[src/rtl/rtc_calendar_pkg.sv]
// rtc_pkg: shared definitions for the RTC calendar block.
//   - calendar field widths
//   - week-day encoding (MON=1 .. SUN=7)
//   - power-on / reset time defaults
//   - FSM state type
//   - is_leap() and days_in_month() calendar helpers
package rtc_pkg;

    localparam int MONTH_W = 4;
    localparam int DAY_W   = 5;
    localparam int HOUR_W  = 5;
    localparam int MIN_W   = 6;
    localparam int SEC_W   = 6;
    localparam int WEEK_W  = 3;

    typedef enum logic [WEEK_W-1:0] {
        MON = 3'd1,
        TUE = 3'd2,
        WED = 3'd3,
        THU = 3'd4,
        FRI = 3'd5,
        SAT = 3'd6,
        SUN = 3'd7
    } week_e;

    // 2000-01-01 00:00:00 was a Saturday.
    localparam int unsigned        RST_YEAR  = 2000;
    localparam logic [MONTH_W-1:0] RST_MONTH = 4'd1;
    localparam logic [DAY_W-1:0]   RST_DAY   = 5'd1;
    localparam logic [HOUR_W-1:0]  RST_HOUR  = 5'd0;
    localparam logic [MIN_W-1:0]   RST_MIN   = 6'd0;
    localparam logic [SEC_W-1:0]   RST_SEC   = 6'd0;
    localparam logic [WEEK_W-1:0]  RST_WEEK  = SAT;

    typedef enum logic {
        ST_IDLE  = 1'b0,
        ST_CHECK = 1'b1
    } rtc_state_e;

    function automatic logic is_leap(input int unsigned year);
        return ((year % 4) == 0) && (((year % 100) != 0) || ((year % 400) == 0));
    endfunction

    // Months outside 1..12 report 31; callers range-check the month separately.
    function automatic logic [DAY_W-1:0] days_in_month(input int unsigned year,
                                                       input logic [MONTH_W-1:0] month);
        logic [DAY_W-1:0] days;
        case (month)
            4'd2:                     days = is_leap(year) ? 5'd29 : 5'd28;
            4'd4, 4'd6, 4'd9, 4'd11:  days = 5'd30;
            default:                  days = 5'd31;
        endcase
        return days;
    endfunction

endpackage

[src/rtl/rtc_calendar_if.sv]
// rtc_calendar_if: run control, set-time handshake and time outputs of the RTC.
//   slave  (RTC side)  : in  run, ld_valid, ld_* fields
//                        out ld_ready, ld_err, year..week, hour12, pm, *_p pulses
//   master (host side) : mirror image of slave
interface rtc_calendar_if #(
    parameter int YEAR_W = 16
);
    import rtc_pkg::*;

    logic                run;
    logic                ld_valid;
    logic                ld_ready;
    logic [YEAR_W-1:0]   ld_year;
    logic [MONTH_W-1:0]  ld_month;
    logic [DAY_W-1:0]    ld_day;
    logic [HOUR_W-1:0]   ld_hour;
    logic [MIN_W-1:0]    ld_min;
    logic [SEC_W-1:0]    ld_sec;
    logic [WEEK_W-1:0]   ld_week;
    logic                ld_err;

    logic [YEAR_W-1:0]   year;
    logic [MONTH_W-1:0]  month;
    logic [DAY_W-1:0]    day;
    logic [HOUR_W-1:0]   hour;
    logic [MIN_W-1:0]    minute;
    logic [SEC_W-1:0]    second;
    logic [WEEK_W-1:0]   week;
    logic [3:0]          hour12;
    logic                pm;
    logic                sec_p;
    logic                min_p;
    logic                hour_p;
    logic                day_p;

    modport slave (
        input  run, ld_valid, ld_year, ld_month, ld_day, ld_hour, ld_min, ld_sec, ld_week,
        output ld_ready, ld_err, year, month, day, hour, minute, second, week,
               hour12, pm, sec_p, min_p, hour_p, day_p
    );

    modport master (
        output run, ld_valid, ld_year, ld_month, ld_day, ld_hour, ld_min, ld_sec, ld_week,
        input  ld_ready, ld_err, year, month, day, hour, minute, second, week,
               hour12, pm, sec_p, min_p, hour_p, day_p
    );

endinterface

[src/rtl/rtc_calendar_prescaler.sv]
// rtc_prescaler: divides clk by DIV. Counts 0..DIV-1 while en is high and
// registers a one-cycle tick on the wrap. clr returns the count to 0 and
// drops a tick that is in flight.
//   clk, rst : clock, async active-high reset
//   en       : count enable (count freezes when low)
//   clr      : synchronous clear
//   tick     : one-cycle pulse, the cycle after the count wraps
module rtc_prescaler #(
    parameter int DIV = 1
) (
    input  logic clk,
    input  logic rst,
    input  logic en,
    input  logic clr,
    output logic tick
);

    localparam int             CW   = (DIV > 1) ? $clog2(DIV) : 1;
    localparam logic [CW-1:0]  LAST = CW'(DIV - 1);

    logic [CW-1:0] cnt_q;
    logic          tick_q;
    logic          wrap;

    assign wrap = (cnt_q == LAST);

    always_ff @(posedge clk or posedge rst) begin
        if (rst) begin
            cnt_q  <= '0;
            tick_q <= 1'b0;
        end else if (clr) begin
            cnt_q  <= '0;
            tick_q <= 1'b0;
        end else if (en) begin
            cnt_q  <= wrap ? '0 : cnt_q + 1'b1;
            tick_q <= wrap;
        end else begin
            tick_q <= 1'b0;
        end
    end

    assign tick = tick_q;

endmodule

[src/rtl/rtc_calendar.sv]
// rtc_calendar: real-time clock / calendar with a validated set-time port.
//   clk, rst : clock, async active-high reset
//   bus      : rtc_calendar_if.slave (run, ld_* handshake, time outputs, pulses)
//
//   state | meaning
//   ------+---------------------------------------------------------------
//   IDLE  | ld_ready=1, prescaler runs, ticks (and a pending tick) applied
//   CHECK | one cycle: captured load validated, then committed or rejected
module rtc_calendar
    import rtc_pkg::*;
#(
    parameter int CLK_HZ  = 100_000_000,
    parameter int TICK_HZ = 1,
    parameter int YEAR_W  = 16
) (
    input  logic           clk,
    input  logic           rst,
    rtc_calendar_if.slave  bus
);

    localparam int DIV = (TICK_HZ > 0) ? CLK_HZ / TICK_HZ : 0;
    localparam int REM = (TICK_HZ > 0) ? CLK_HZ % TICK_HZ : 1;

    generate
        if (DIV < 1 || REM != 0) begin : g_bad_div
            $error("rtc_calendar: CLK_HZ/TICK_HZ must be an integer >= 1");
        end
    endgenerate

    rtc_state_e          state_q;
    logic                ld_ready_q, ld_err_q, pend_q;
    logic [YEAR_W-1:0]   year_q,  cap_year_q;
    logic [MONTH_W-1:0]  month_q, cap_month_q;
    logic [DAY_W-1:0]    day_q,   cap_day_q;
    logic [HOUR_W-1:0]   hour_q,  cap_hour_q;
    logic [MIN_W-1:0]    min_q,   cap_min_q;
    logic [SEC_W-1:0]    sec_q,   cap_sec_q;
    logic [WEEK_W-1:0]   week_q,  cap_week_q;
    logic                sec_p_q, min_p_q, hour_p_q, day_p_q;

    logic [YEAR_W-1:0]   year_d;
    logic [MONTH_W-1:0]  month_d;
    logic [DAY_W-1:0]    day_d;
    logic [HOUR_W-1:0]   hour_d;
    logic [MIN_W-1:0]    min_d;
    logic [SEC_W-1:0]    sec_d;
    logic [WEEK_W-1:0]   week_d;
    logic                roll_sec, roll_min, roll_hour;

    logic tick, hs, apply, cap_ok;
    logic [3:0] hour_mod;

    rtc_prescaler #(.DIV(DIV)) u_prescaler (
        .clk  (clk),
        .rst  (rst),
        .en   (bus.run && (state_q == ST_IDLE)),
        .clr  ((state_q == ST_CHECK) && cap_ok),
        .tick (tick)
    );

    assign hs    = (state_q == ST_IDLE) && bus.ld_valid && ld_ready_q;
    assign apply = (state_q == ST_IDLE) && (tick || pend_q);

    // One-second advance of the current time with the full carry chain.
    always_comb begin
        year_d    = year_q;
        month_d   = month_q;
        day_d     = day_q;
        hour_d    = hour_q;
        min_d     = min_q;
        sec_d     = sec_q + 6'd1;
        week_d    = week_q;
        roll_sec  = 1'b0;
        roll_min  = 1'b0;
        roll_hour = 1'b0;
        if (sec_q == 6'd59) begin
            sec_d    = '0;
            roll_sec = 1'b1;
            min_d    = min_q + 6'd1;
            if (min_q == 6'd59) begin
                min_d    = '0;
                roll_min = 1'b1;
                hour_d   = hour_q + 5'd1;
                if (hour_q == 5'd23) begin
                    hour_d    = '0;
                    roll_hour = 1'b1;
                    week_d    = (week_q == SUN) ? MON : week_q + 3'd1;
                    day_d     = day_q + 5'd1;
                    if (day_q == days_in_month(32'(year_q), month_q)) begin
                        day_d   = 5'd1;
                        month_d = month_q + 4'd1;
                        if (month_q == 4'd12) begin
                            month_d = 4'd1;
                            year_d  = year_q + 1'b1;   // wraps at 2^YEAR_W-1
                        end
                    end
                end
            end
        end
    end

    always_comb begin
        cap_ok = (cap_month_q >= 4'd1) && (cap_month_q <= 4'd12) &&
                 (cap_day_q >= 5'd1) &&
                 (cap_day_q <= days_in_month(32'(cap_year_q), cap_month_q)) &&
                 (cap_hour_q <= 5'd23) && (cap_min_q <= 6'd59) &&
                 (cap_sec_q <= 6'd59) && (cap_week_q != 3'd0);
    end

    always_ff @(posedge clk or posedge rst) begin
        if (rst) begin
            state_q     <= ST_IDLE;
            ld_ready_q  <= 1'b0;
            ld_err_q    <= 1'b0;
            pend_q      <= 1'b0;
            year_q      <= YEAR_W'(RST_YEAR);
            month_q     <= RST_MONTH;
            day_q       <= RST_DAY;
            hour_q      <= RST_HOUR;
            min_q       <= RST_MIN;
            sec_q       <= RST_SEC;
            week_q      <= RST_WEEK;
            cap_year_q  <= '0;
            cap_month_q <= '0;
            cap_day_q   <= '0;
            cap_hour_q  <= '0;
            cap_min_q   <= '0;
            cap_sec_q   <= '0;
            cap_week_q  <= '0;
            sec_p_q     <= 1'b0;
            min_p_q     <= 1'b0;
            hour_p_q    <= 1'b0;
            day_p_q     <= 1'b0;
        end else begin
            sec_p_q  <= 1'b0;
            min_p_q  <= 1'b0;
            hour_p_q <= 1'b0;
            day_p_q  <= 1'b0;
            case (state_q)
                ST_IDLE: begin
                    // A tick and a handshake may share this cycle: the tick is
                    // applied here and the later commit overwrites it.
                    if (apply) begin
                        year_q   <= year_d;
                        month_q  <= month_d;
                        day_q    <= day_d;
                        hour_q   <= hour_d;
                        min_q    <= min_d;
                        sec_q    <= sec_d;
                        week_q   <= week_d;
                        pend_q   <= 1'b0;
                        // Each pulse marks the unit that just advanced.
                        sec_p_q  <= 1'b1;
                        min_p_q  <= roll_sec;
                        hour_p_q <= roll_min;
                        day_p_q  <= roll_hour;
                    end
                    if (hs) begin
                        cap_year_q  <= bus.ld_year;
                        cap_month_q <= bus.ld_month;
                        cap_day_q   <= bus.ld_day;
                        cap_hour_q  <= bus.ld_hour;
                        cap_min_q   <= bus.ld_min;
                        cap_sec_q   <= bus.ld_sec;
                        cap_week_q  <= bus.ld_week;
                        state_q     <= ST_CHECK;
                        ld_ready_q  <= 1'b0;
                    end else begin
                        ld_ready_q  <= 1'b1;
                    end
                end
                ST_CHECK: begin
                    state_q    <= ST_IDLE;
                    ld_ready_q <= 1'b1;
                    if (cap_ok) begin
                        year_q   <= cap_year_q;
                        month_q  <= cap_month_q;
                        day_q    <= cap_day_q;
                        hour_q   <= cap_hour_q;
                        min_q    <= cap_min_q;
                        sec_q    <= cap_sec_q;
                        week_q   <= cap_week_q;
                        ld_err_q <= 1'b0;
                        pend_q   <= 1'b0;
                    end else begin
                        ld_err_q <= 1'b1;
                        pend_q   <= tick;
                    end
                end
                default: begin
                    state_q    <= ST_IDLE;
                    ld_ready_q <= 1'b1;
                end
            endcase
        end
    end

    assign hour_mod = 4'((hour_q >= 5'd12) ? hour_q - 5'd12 : hour_q);

    assign bus.ld_ready = ld_ready_q;
    assign bus.ld_err   = ld_err_q;
    assign bus.year     = year_q;
    assign bus.month    = month_q;
    assign bus.day      = day_q;
    assign bus.hour     = hour_q;
    assign bus.minute   = min_q;
    assign bus.second   = sec_q;
    assign bus.week     = week_q;
    assign bus.hour12   = (hour_mod == 4'd0) ? 4'd12 : hour_mod;
    assign bus.pm       = (hour_q >= 5'd12);
    assign bus.sec_p    = sec_p_q;
    assign bus.min_p    = min_p_q;
    assign bus.hour_p   = hour_p_q;
    assign bus.day_p    = day_p_q;

endmodule

[src/flat_wrapper.sv]
// flat-port wrapper written by rule: the top's interface ports become plain ports
module rtc_calendar_flat import rtc_pkg::*;
#(
    parameter int CLK_HZ  = 100_000_000,
    parameter int TICK_HZ = 1,
    parameter int YEAR_W  = 16
)
  (clk, rst, bus_run, bus_ld_valid, bus_ld_year, bus_ld_month, bus_ld_day, bus_ld_hour, bus_ld_min, bus_ld_sec, bus_ld_week, bus_ld_ready, bus_ld_err, bus_year, bus_month, bus_day, bus_hour, bus_minute, bus_second, bus_week, bus_hour12, bus_pm, bus_sec_p, bus_min_p, bus_hour_p, bus_day_p);
  rtc_calendar_if #(.YEAR_W(YEAR_W)) bus_i ();
  input  logic clk;
  input  logic rst;
  input wire logic [$bits(bus_i.run)-1:0] bus_run;
  input wire logic [$bits(bus_i.ld_valid)-1:0] bus_ld_valid;
  input wire logic [$bits(bus_i.ld_year)-1:0] bus_ld_year;
  input wire logic [$bits(bus_i.ld_month)-1:0] bus_ld_month;
  input wire logic [$bits(bus_i.ld_day)-1:0] bus_ld_day;
  input wire logic [$bits(bus_i.ld_hour)-1:0] bus_ld_hour;
  input wire logic [$bits(bus_i.ld_min)-1:0] bus_ld_min;
  input wire logic [$bits(bus_i.ld_sec)-1:0] bus_ld_sec;
  input wire logic [$bits(bus_i.ld_week)-1:0] bus_ld_week;
  output wire logic [$bits(bus_i.ld_ready)-1:0] bus_ld_ready;
  output wire logic [$bits(bus_i.ld_err)-1:0] bus_ld_err;
  output wire logic [$bits(bus_i.year)-1:0] bus_year;
  output wire logic [$bits(bus_i.month)-1:0] bus_month;
  output wire logic [$bits(bus_i.day)-1:0] bus_day;
  output wire logic [$bits(bus_i.hour)-1:0] bus_hour;
  output wire logic [$bits(bus_i.minute)-1:0] bus_minute;
  output wire logic [$bits(bus_i.second)-1:0] bus_second;
  output wire logic [$bits(bus_i.week)-1:0] bus_week;
  output wire logic [$bits(bus_i.hour12)-1:0] bus_hour12;
  output wire logic [$bits(bus_i.pm)-1:0] bus_pm;
  output wire logic [$bits(bus_i.sec_p)-1:0] bus_sec_p;
  output wire logic [$bits(bus_i.min_p)-1:0] bus_min_p;
  output wire logic [$bits(bus_i.hour_p)-1:0] bus_hour_p;
  output wire logic [$bits(bus_i.day_p)-1:0] bus_day_p;
  assign bus_i.run = bus_run;
  assign bus_i.ld_valid = bus_ld_valid;
  assign bus_i.ld_year = bus_ld_year;
  assign bus_i.ld_month = bus_ld_month;
  assign bus_i.ld_day = bus_ld_day;
  assign bus_i.ld_hour = bus_ld_hour;
  assign bus_i.ld_min = bus_ld_min;
  assign bus_i.ld_sec = bus_ld_sec;
  assign bus_i.ld_week = bus_ld_week;
  assign bus_ld_ready = bus_i.ld_ready;
  assign bus_ld_err = bus_i.ld_err;
  assign bus_year = bus_i.year;
  assign bus_month = bus_i.month;
  assign bus_day = bus_i.day;
  assign bus_hour = bus_i.hour;
  assign bus_minute = bus_i.minute;
  assign bus_second = bus_i.second;
  assign bus_week = bus_i.week;
  assign bus_hour12 = bus_i.hour12;
  assign bus_pm = bus_i.pm;
  assign bus_sec_p = bus_i.sec_p;
  assign bus_min_p = bus_i.min_p;
  assign bus_hour_p = bus_i.hour_p;
  assign bus_day_p = bus_i.day_p;
  rtc_calendar #(.CLK_HZ(CLK_HZ), .TICK_HZ(TICK_HZ), .YEAR_W(YEAR_W)) u_core (.clk(clk), .rst(rst), .bus(bus_i));
endmodule
[config.mk]
export PLATFORM = sky130hd
export DESIGN_NAME = rtc_calendar_flat
export DESIGN_NICKNAME = d
export VERILOG_FILES = /design/src/rtl/rtc_calendar_pkg.sv /design/src/rtl/rtc_calendar_if.sv /design/src/rtl/rtc_calendar_prescaler.sv /design/src/rtl/rtc_calendar.sv /design/src/flat_wrapper.sv
export SDC_FILE = /design/constraint.sdc
export NUM_CORES = 1
export LEC_CHECK = 0
export CAP_MARGIN = 25
export CORE_MARGIN = 2
export CORE_UTILIZATION = 40
export CTS_BUF_LIST = sky130_fd_sc_hd__clkbuf_2 sky130_fd_sc_hd__clkbuf_4 sky130_fd_sc_hd__clkbuf_8
export DETAILED_ROUTE_END_ITERATION = 7
export GPL_TIMING_DRIVEN = 0
export PLACE_DENSITY = 0.65
export SYNTH_ARGS = -nofsm -noshare
export SYNTH_HDL_FRONTEND = slang
export SYNTH_SLANG_ARGS = --single-unit
export TNS_END_PERCENT = 10
[constraint.sdc]
create_clock -name clk -period 8.8 [get_ports clk]
set_input_delay 2.2 -clock clk [delete_from_list [all_inputs] [get_ports clk]]
set_output_delay 2.2 -clock clk [all_outputs]
set_load 0.005 [all_outputs]
==> Word level (Yosys, flattened, before mapping) <==
Index checks and enable logic that the tools add are counted.
{ "classes": {"add_sub_neg": 9, "n_div": 4, "magnitude_cmp": 8, "eq_ne": 24, "muxes": 81, "n_bitwise": 1, "reduce_logical": 35} }
{ "op_table": {"columns": ["cell", "n"], "rows": [
  ["$logic_not 32->1", 4],
  ["$mux 16", 7],
  ["$mux 27", 3],
  ["$mux 5", 14],
  ["$mod 16x7->32 const B", 2],
  ["$mod 16x9->32 const B", 2],
  ["$reduce_bool 32->1", 2],
  ["$mux 6", 7],
  ["$pmux 5 s2", 4],
  ["$mux 4", 9],
  ["$pmux 16 s2", 1],
  ["$add 27x1->27 const B", 1],
  ["$eq 27x27->1 const B", 1],
  ["$pmux 6 s2", 2],
  ["$mux 1", 23],
  ["$eq 4x4->1 const B", 5],
  ["$mux 3", 6],
  ["$add 16x1->16 const B", 1],
  ["$eq 4x3->1 const B", 4],
  ["$logic_and 1x1->1", 14],
  ["$add 6x1->6 const B", 2],
  ["$eq 6x6->1 const B", 2],
  ["$le 6x6->1 const B", 2],
  ["$ne 2x2->1 const B", 6],
  ["other kinds (30)", 38]
]} }
{ "totals": {"ff_bits": 126, "input_bits": 49, "elab_cells": 186} }

==> Logic depth before layout (Yosys ltp) <==
{ "logic_depth": {"ltp_word": 16, "mapped_depth": 42} }

==> By module <==
From an unflattened synthesis, not the netlist that was laid out.
{ "unflattened": {"cells_unflattened": 1473, "area_unflattened_um2": 11217.0} }
{ "modules_own_cells": {"columns": ["module", "instances", "cells_each", "area_per_inst_um2"], "rows": [
  ["rtc_calendar", 1, 1298, 9614.2],
  ["rtc_prescaler", 1, 175, 1602.8]
]} }

==> Least setup slack after synthesis <==
No wires, ideal clock.
{ "synth_timing": {"kind": "register -> register", "from": "reg u_core.cap_year_q[11]", "to": "reg u_core.month_q[2], in the netlist u_core.bus.month[2]", "setup_time_ns": 0.122, "arrival_ns": 8.820, "required_time_ns": 8.678, "slack_ns": -0.142, "stages_incl_launch_ff": 39, "period_less_slack_ns": 8.942, "cell_sequence": "dfrtp_1 -> buf_2 -> nor3_2 -> nor2_1 -> ha_1 -> nor3_1 -> a41oi_1 -> a2111oi_0 -> or2_2 -> nand3_1 -> a311o_1 -> and4_1 -> buf_2 -> or3_1 -> a22o_1 -> o211a_1 -> o21ai_1 -> and3_1 -> [... 3 more ...] -> xor2_1 -> a211oi_1 -> or4b_1 -> a21boi_0 -> a311o_1 -> a211o_1 -> a211oi_1 -> a21oi_1 -> ha_1 -> a21oi_1 -> nor3_1 -> and2_1 -> o21ai_0 -> nor2_1 -> nand4_4 -> buf_6 -> o21bai_1 -> a32o_1"} }
{ "synth_between": {"elab_chain_cells": 14} }
{ "synth_lines": {"columns": ["item", "line", "rtl"], "rows": [
  ["from (decl)", "rtc_calendar.sv:32", "logic [YEAR_W-1:0] year_q, cap_year_q;"],
  ["from (signal assigned)", "rtc_calendar.sv:159", "cap_year_q <= bus.ld_year;"],
  ["$mod 16x7->32 or $mod 16x9->32 (tied branches)", "rtc_calendar_pkg.sv:41", "return ((year % 4) == 0) && (((year % 100) != 0) || ((year % 400) == 0));"],
  ["$reduce_bool 32->1 or $logic_not 32->1 (tied branches)", "rtc_calendar_pkg.sv:41", null],
  ["$logic_or 1x1->1 *", "rtc_calendar_pkg.sv:41", null],
  ["$logic_and 1x1->1 *", "rtc_calendar_pkg.sv:41", null],
  ["$mux 1 *", "rtc_calendar_pkg.sv:49", "4'd2: days = is_leap(year) ? 5'd29 : 5'd28;"],
  ["$pmux 5 s2 *", "rtc_calendar_pkg.sv:48", "case (month)"],
  ["$le 5x5->1 *", "rtc_calendar.sv:105", "(cap_day_q <= days_in_month(32'(cap_year_q), cap_month_q)) &&"],
  ["$logic_and 1x1->1 *", "rtc_calendar.sv:104", "(cap_day_q >= 5'd1) &&"],
  ["$logic_and 1x1->1 *", "rtc_calendar.sv:105", null],
  ["$logic_and 1x1->1 * (2 in a row)", "rtc_calendar.sv:106", "(cap_hour_q <= 5'd23) && (cap_min_q <= 6'd59) &&"],
  ["$logic_and 1x1->1 *", "rtc_calendar.sv:107", "(cap_sec_q <= 6'd59) && (cap_week_q != 3'd0);"],
  ["$ne 2x2->1 (no line) *", null, null],
  ["$reduce_and 6->1 (no line) *", null, null],
  ["to (signal assigned)", "rtc_calendar.sv:145", "month_q <= month_d;"],
  ["to (signal assigned)", "rtc_calendar.sv:177", "month_q <= cap_month_q;"],
  ["to (decl)", "rtc_calendar.sv:33", "logic [MONTH_W-1:0] month_q, cap_month_q;"]
]} }
Every way passes the cells marked *; elsewhere a longest branch is shown, timed or not.
A chain may end at the register's enable or synchronous reset.

==> Worst setup path after layout <==
{ "layout_timing": {"from": "reg u_core.cap_year_q[1]", "to": "reg u_core.year_q[10], in the netlist u_core.bus.year[10]"} }
{ "layout_between": {"elab_chain_cells": 14} }
{ "layout_lines": {"columns": ["item", "line", "rtl"], "rows": [
  ["$mod 16x7->32 or $mod 16x9->32 (tied branches)", "rtc_calendar_pkg.sv:41", null],
  ["$reduce_bool 32->1 or $logic_not 32->1 (tied branches)", "rtc_calendar_pkg.sv:41", null],
  ["$logic_or 1x1->1", "rtc_calendar_pkg.sv:41", null],
  ["$logic_and 1x1->1 *", "rtc_calendar_pkg.sv:41", null],
  ["$mux 1 *", "rtc_calendar_pkg.sv:49", null],
  ["$pmux 5 s2 *", "rtc_calendar_pkg.sv:48", null],
  ["$le 5x5->1 *", "rtc_calendar.sv:105", null],
  ["$logic_and 1x1->1 *", "rtc_calendar.sv:104", null],
  ["$logic_and 1x1->1 *", "rtc_calendar.sv:105", null],
  ["$logic_and 1x1->1 * (2 in a row)", "rtc_calendar.sv:106", null],
  ["$logic_and 1x1->1 *", "rtc_calendar.sv:107", null],
  ["$ne 2x2->1 (no line) *", null, null],
  ["$reduce_and 7->1 (no line) *", null, null],
  ["to (signal assigned)", "rtc_calendar.sv:116", "year_q <= YEAR_W'(RST_YEAR);"],
  ["to (signal assigned)", "rtc_calendar.sv:144", "year_q <= year_d;"],
  ["to (signal assigned)", "rtc_calendar.sv:176", "year_q <= cap_year_q;"],
  ["to (decl)", "rtc_calendar.sv:32", null]
]} }
Marks and branches as above.

==> flow_summary.toml <==
[floorplan]
ios = 105
dieArea_mm2 = 0.0281
core_mm2 = 0.0262
placementRows = 59
fp.dieW_um = 168
initial_core_util_pct = 40.9
die_y_um = 168

[run_status]
violations = "negative setup slack"
status = "complete, but fails checks"

[cells_and_area]
drive_above_1_share_pct = 20.0
diodes = 0
area_growth_pct = 32.3
layout.nets = 1654

[clock_tree]
cts_tree = "done"
path_clk_slew_ps = 80
cts_buffer_depth = 2
cts_root_buffer = "clkbuf_8"
numCtsBuffers = 17
cts_hold_buf = 0
htreeDepth = 4
clock_sinks = 126
clk_latency_ps = 450

[sta]
rsz0062_at_grt = "true"
tns_ps = -360
setup_ws_ps = -73.5
slew_headroom_pct = 31.5
slew_viol_final = 0
fmax_ghz = 0.113
setup_viol = 11
fin_skew_ps = 17.3
finalHoldViolations = 0
post-route-min-period_ps = 8870
worst_pin_slew_ps = 1020
period_share_pct = 101

[worst_setup_path]
crit_start = "u_core.cap_year_q[1]"
worst_path_most_repeated_cell = "a21oi_4"
endpoint_kind = "register"
cp_max_fo = 7
reg2reg_slack_ps = -70
endpoint = "u_core.bus.year[10]"
rr_worst_depth = 36
crit_required_ps = 9190
worstReg2RegEnd = "u_core.bus.year[10]"
max_stage_delay_ps = 580
arrival_ps = 9270
worstSetupStartpointType = "register"
path_class = "register to register"
r2r-start = "u_core.cap_year_q[1]"
crit_slowest_cell = "or4_4"

[yosys]
mappedNetlistNets = 1458
yosysMostFrequentCell = "nand2_1"
ys_warn_count = 0
ys_ff_latch = 126
async_reset_ff_share_pct = 100
synth.avg_cell_area_um2 = 7.71
synth_cell_type_count = 117
yosysSeqAreaShare_pct = 29.5
syn_area_mm2 = 0.0107
synth_area_leader_cell = "dfrtp_1"
ys_top_cells_by_count = "216 x nand2_1, 116 x dfrtp_1, 111 x nor2_1, 111 x o21ai_0, 84 x a21oi_1"
synth_edf_count = 0
synthTopCellsByArea = "dfrtp_1 27%, nand2_1 7.6%, o21ai_0 5.2%, a21oi_1 3.9%, nor2_1 3.9%"
synth.top_cell.area_share_pct = 27.1
synthCells = 1389
synth_flop_cell = "dfrtp_1"

[detailed_routing]
drt_iter0_drc = 937
wirelength_mm = 35.9
vias_per_cell = 6.09
drc = 0
vias = 11800
post_drt_wl_per_cell_um = 18.6
drtAntennaViolNets = 0
dr.pass1.iters = 6

[grt]
antenna_found_initial = 0
grt_pass1_wl_mm = 56.7
grt_max_degree = 85
grt_pass1_vias = 10900
gr-usage-all-layers_pct = 24.5
gr-total-overflow = 0

[placement]
place.port_buffers = 104
post-dp-hpwl_mm = 25.2
gp_congestion = 0.938

[worst_hold_path]
min_from = "u_core.cap_min_q[0]"
hold_path.class = "register to register"

[job]
cap_violations = 0
[critical path, delay by kind of cell (launching register included)]
kind / cells / cell delay, ps
flops: 1 / 410
buf+inv: 4 / 600
simple gates: 13 / 3610
compound gates: 18 / 3910
fa+ha+maj: 1 / 280
[logic make-up (layout without fill, tap and decap cells)]
group / after synthesis / after routing / share of synthesized area [%]
AND/OR/NAND/NOR: 593 / 594 / 26.9
AO/OA/AOI/OAI: 461 / 461 / 31.0
buffers and inverters: 127 / 335 / 4.71
flip-flops: 126 / 126 / 29.5
XOR/XNOR: 37 / 37 / 3.09
multiplexers: 24 / 24 / 2.37
adder cells (fa/ha/maj): 21 / 21 / 2.43
[how the worst min path moves through the flow]
stage | slack [ps] | cells past startpoint | endpoint
6_report | 480 | 2 | u_core.cap_min_q[0]
5_1_grt | 510 | 2 | u_core.cap_sec_q[1]
4_1_cts | 490 | 2 | u_core.cap_min_q[0]
3_5_place_dp | 470 | 2 | u_core.cap_min_q[0]
3_3_place_gp | 470 | 2 | u_core.cap_min_q[0]
2_1_floorplan | 450 | 2 | u_core.cap_min_q[0]
[area by class of cell]
class                      count  area (µm²)
fill                        2425       12000
multi-input combinational   1137        7970
sequential                   126        3170
timing repair buffer         180        1640
tap                          335         419
buffer                        72         330
clock buffer                  20         263
inverter                      51         196
clock inverter                12         185
[flip-flops by register name, summed over array words and instances, names as in the netlist, 3 cells and up]
signal                    count
u_core.bus.day                5
u_core.bus.hour               5
u_core.bus.minute             6
u_core.bus.month              4
u_core.bus.second             6
u_core.bus.week               3
u_core.bus.year              16
u_core.cap_day_q              5
u_core.cap_hour_q             5
u_core.cap_min_q              6
u_core.cap_month_q            4
u_core.cap_sec_q              6
u_core.cap_week_q             3
u_core.cap_year_q            16
u_core.u_prescaler.cnt_q     27
[layout by cell type (no fill, tap or decap), types with 31 or more instances in the layout]
cell type          n
a21oi_1           72
and3_1            31
buf_4             75
clkbuf_1          48
clkdlybuf4s50_1  104
dfrtp_1          115
inv_1             47
nand2_1          212
nand3_1           49
nor2_1           104
nor3_1            49
o21ai_0          100
[what timing repair did]
item,in CTS,in global routing
endpoints found under the setup margin,74,72
cloned,0,2
pin swaps,19,65
buffers inserted,31,42
gates resized for setup,75,128
[metal layers]
layer / global-route usage, % / vias up / part of all wire, %
met5: 0 / - / 0
met4: 5.97 / 0 / 2.2
met3: 4.80 / 56 / 5.9
met2: 40.2 / 412 / 47
met1: 33.3 / 5718 / 45
li1: - / 5592 / -
[per-stage QoR]
stage | cell area (µm²) | utilization (%) | hold slack [ps] | setup slack, ps | std cells
after floorplan | 10800 | - | 446 | 16.2 | 1389
after global placement | 12200 | 46.6 | 466 | -1830 | 1828
after detailed placement | 12300 | 46.8 | 466 | -1850 | 1830
after CTS | 13300 | 50.6 | 486 | 8.49 | 1891
after global routing | 14200 | 54.1 | 511 | -451 | 1933
final | 14200 | 54.1 | 477 | -73.5 | 1933
Power is not shown: default switching activity piles up to over one toggle a cycle in this logic, so the estimate is an artifact.
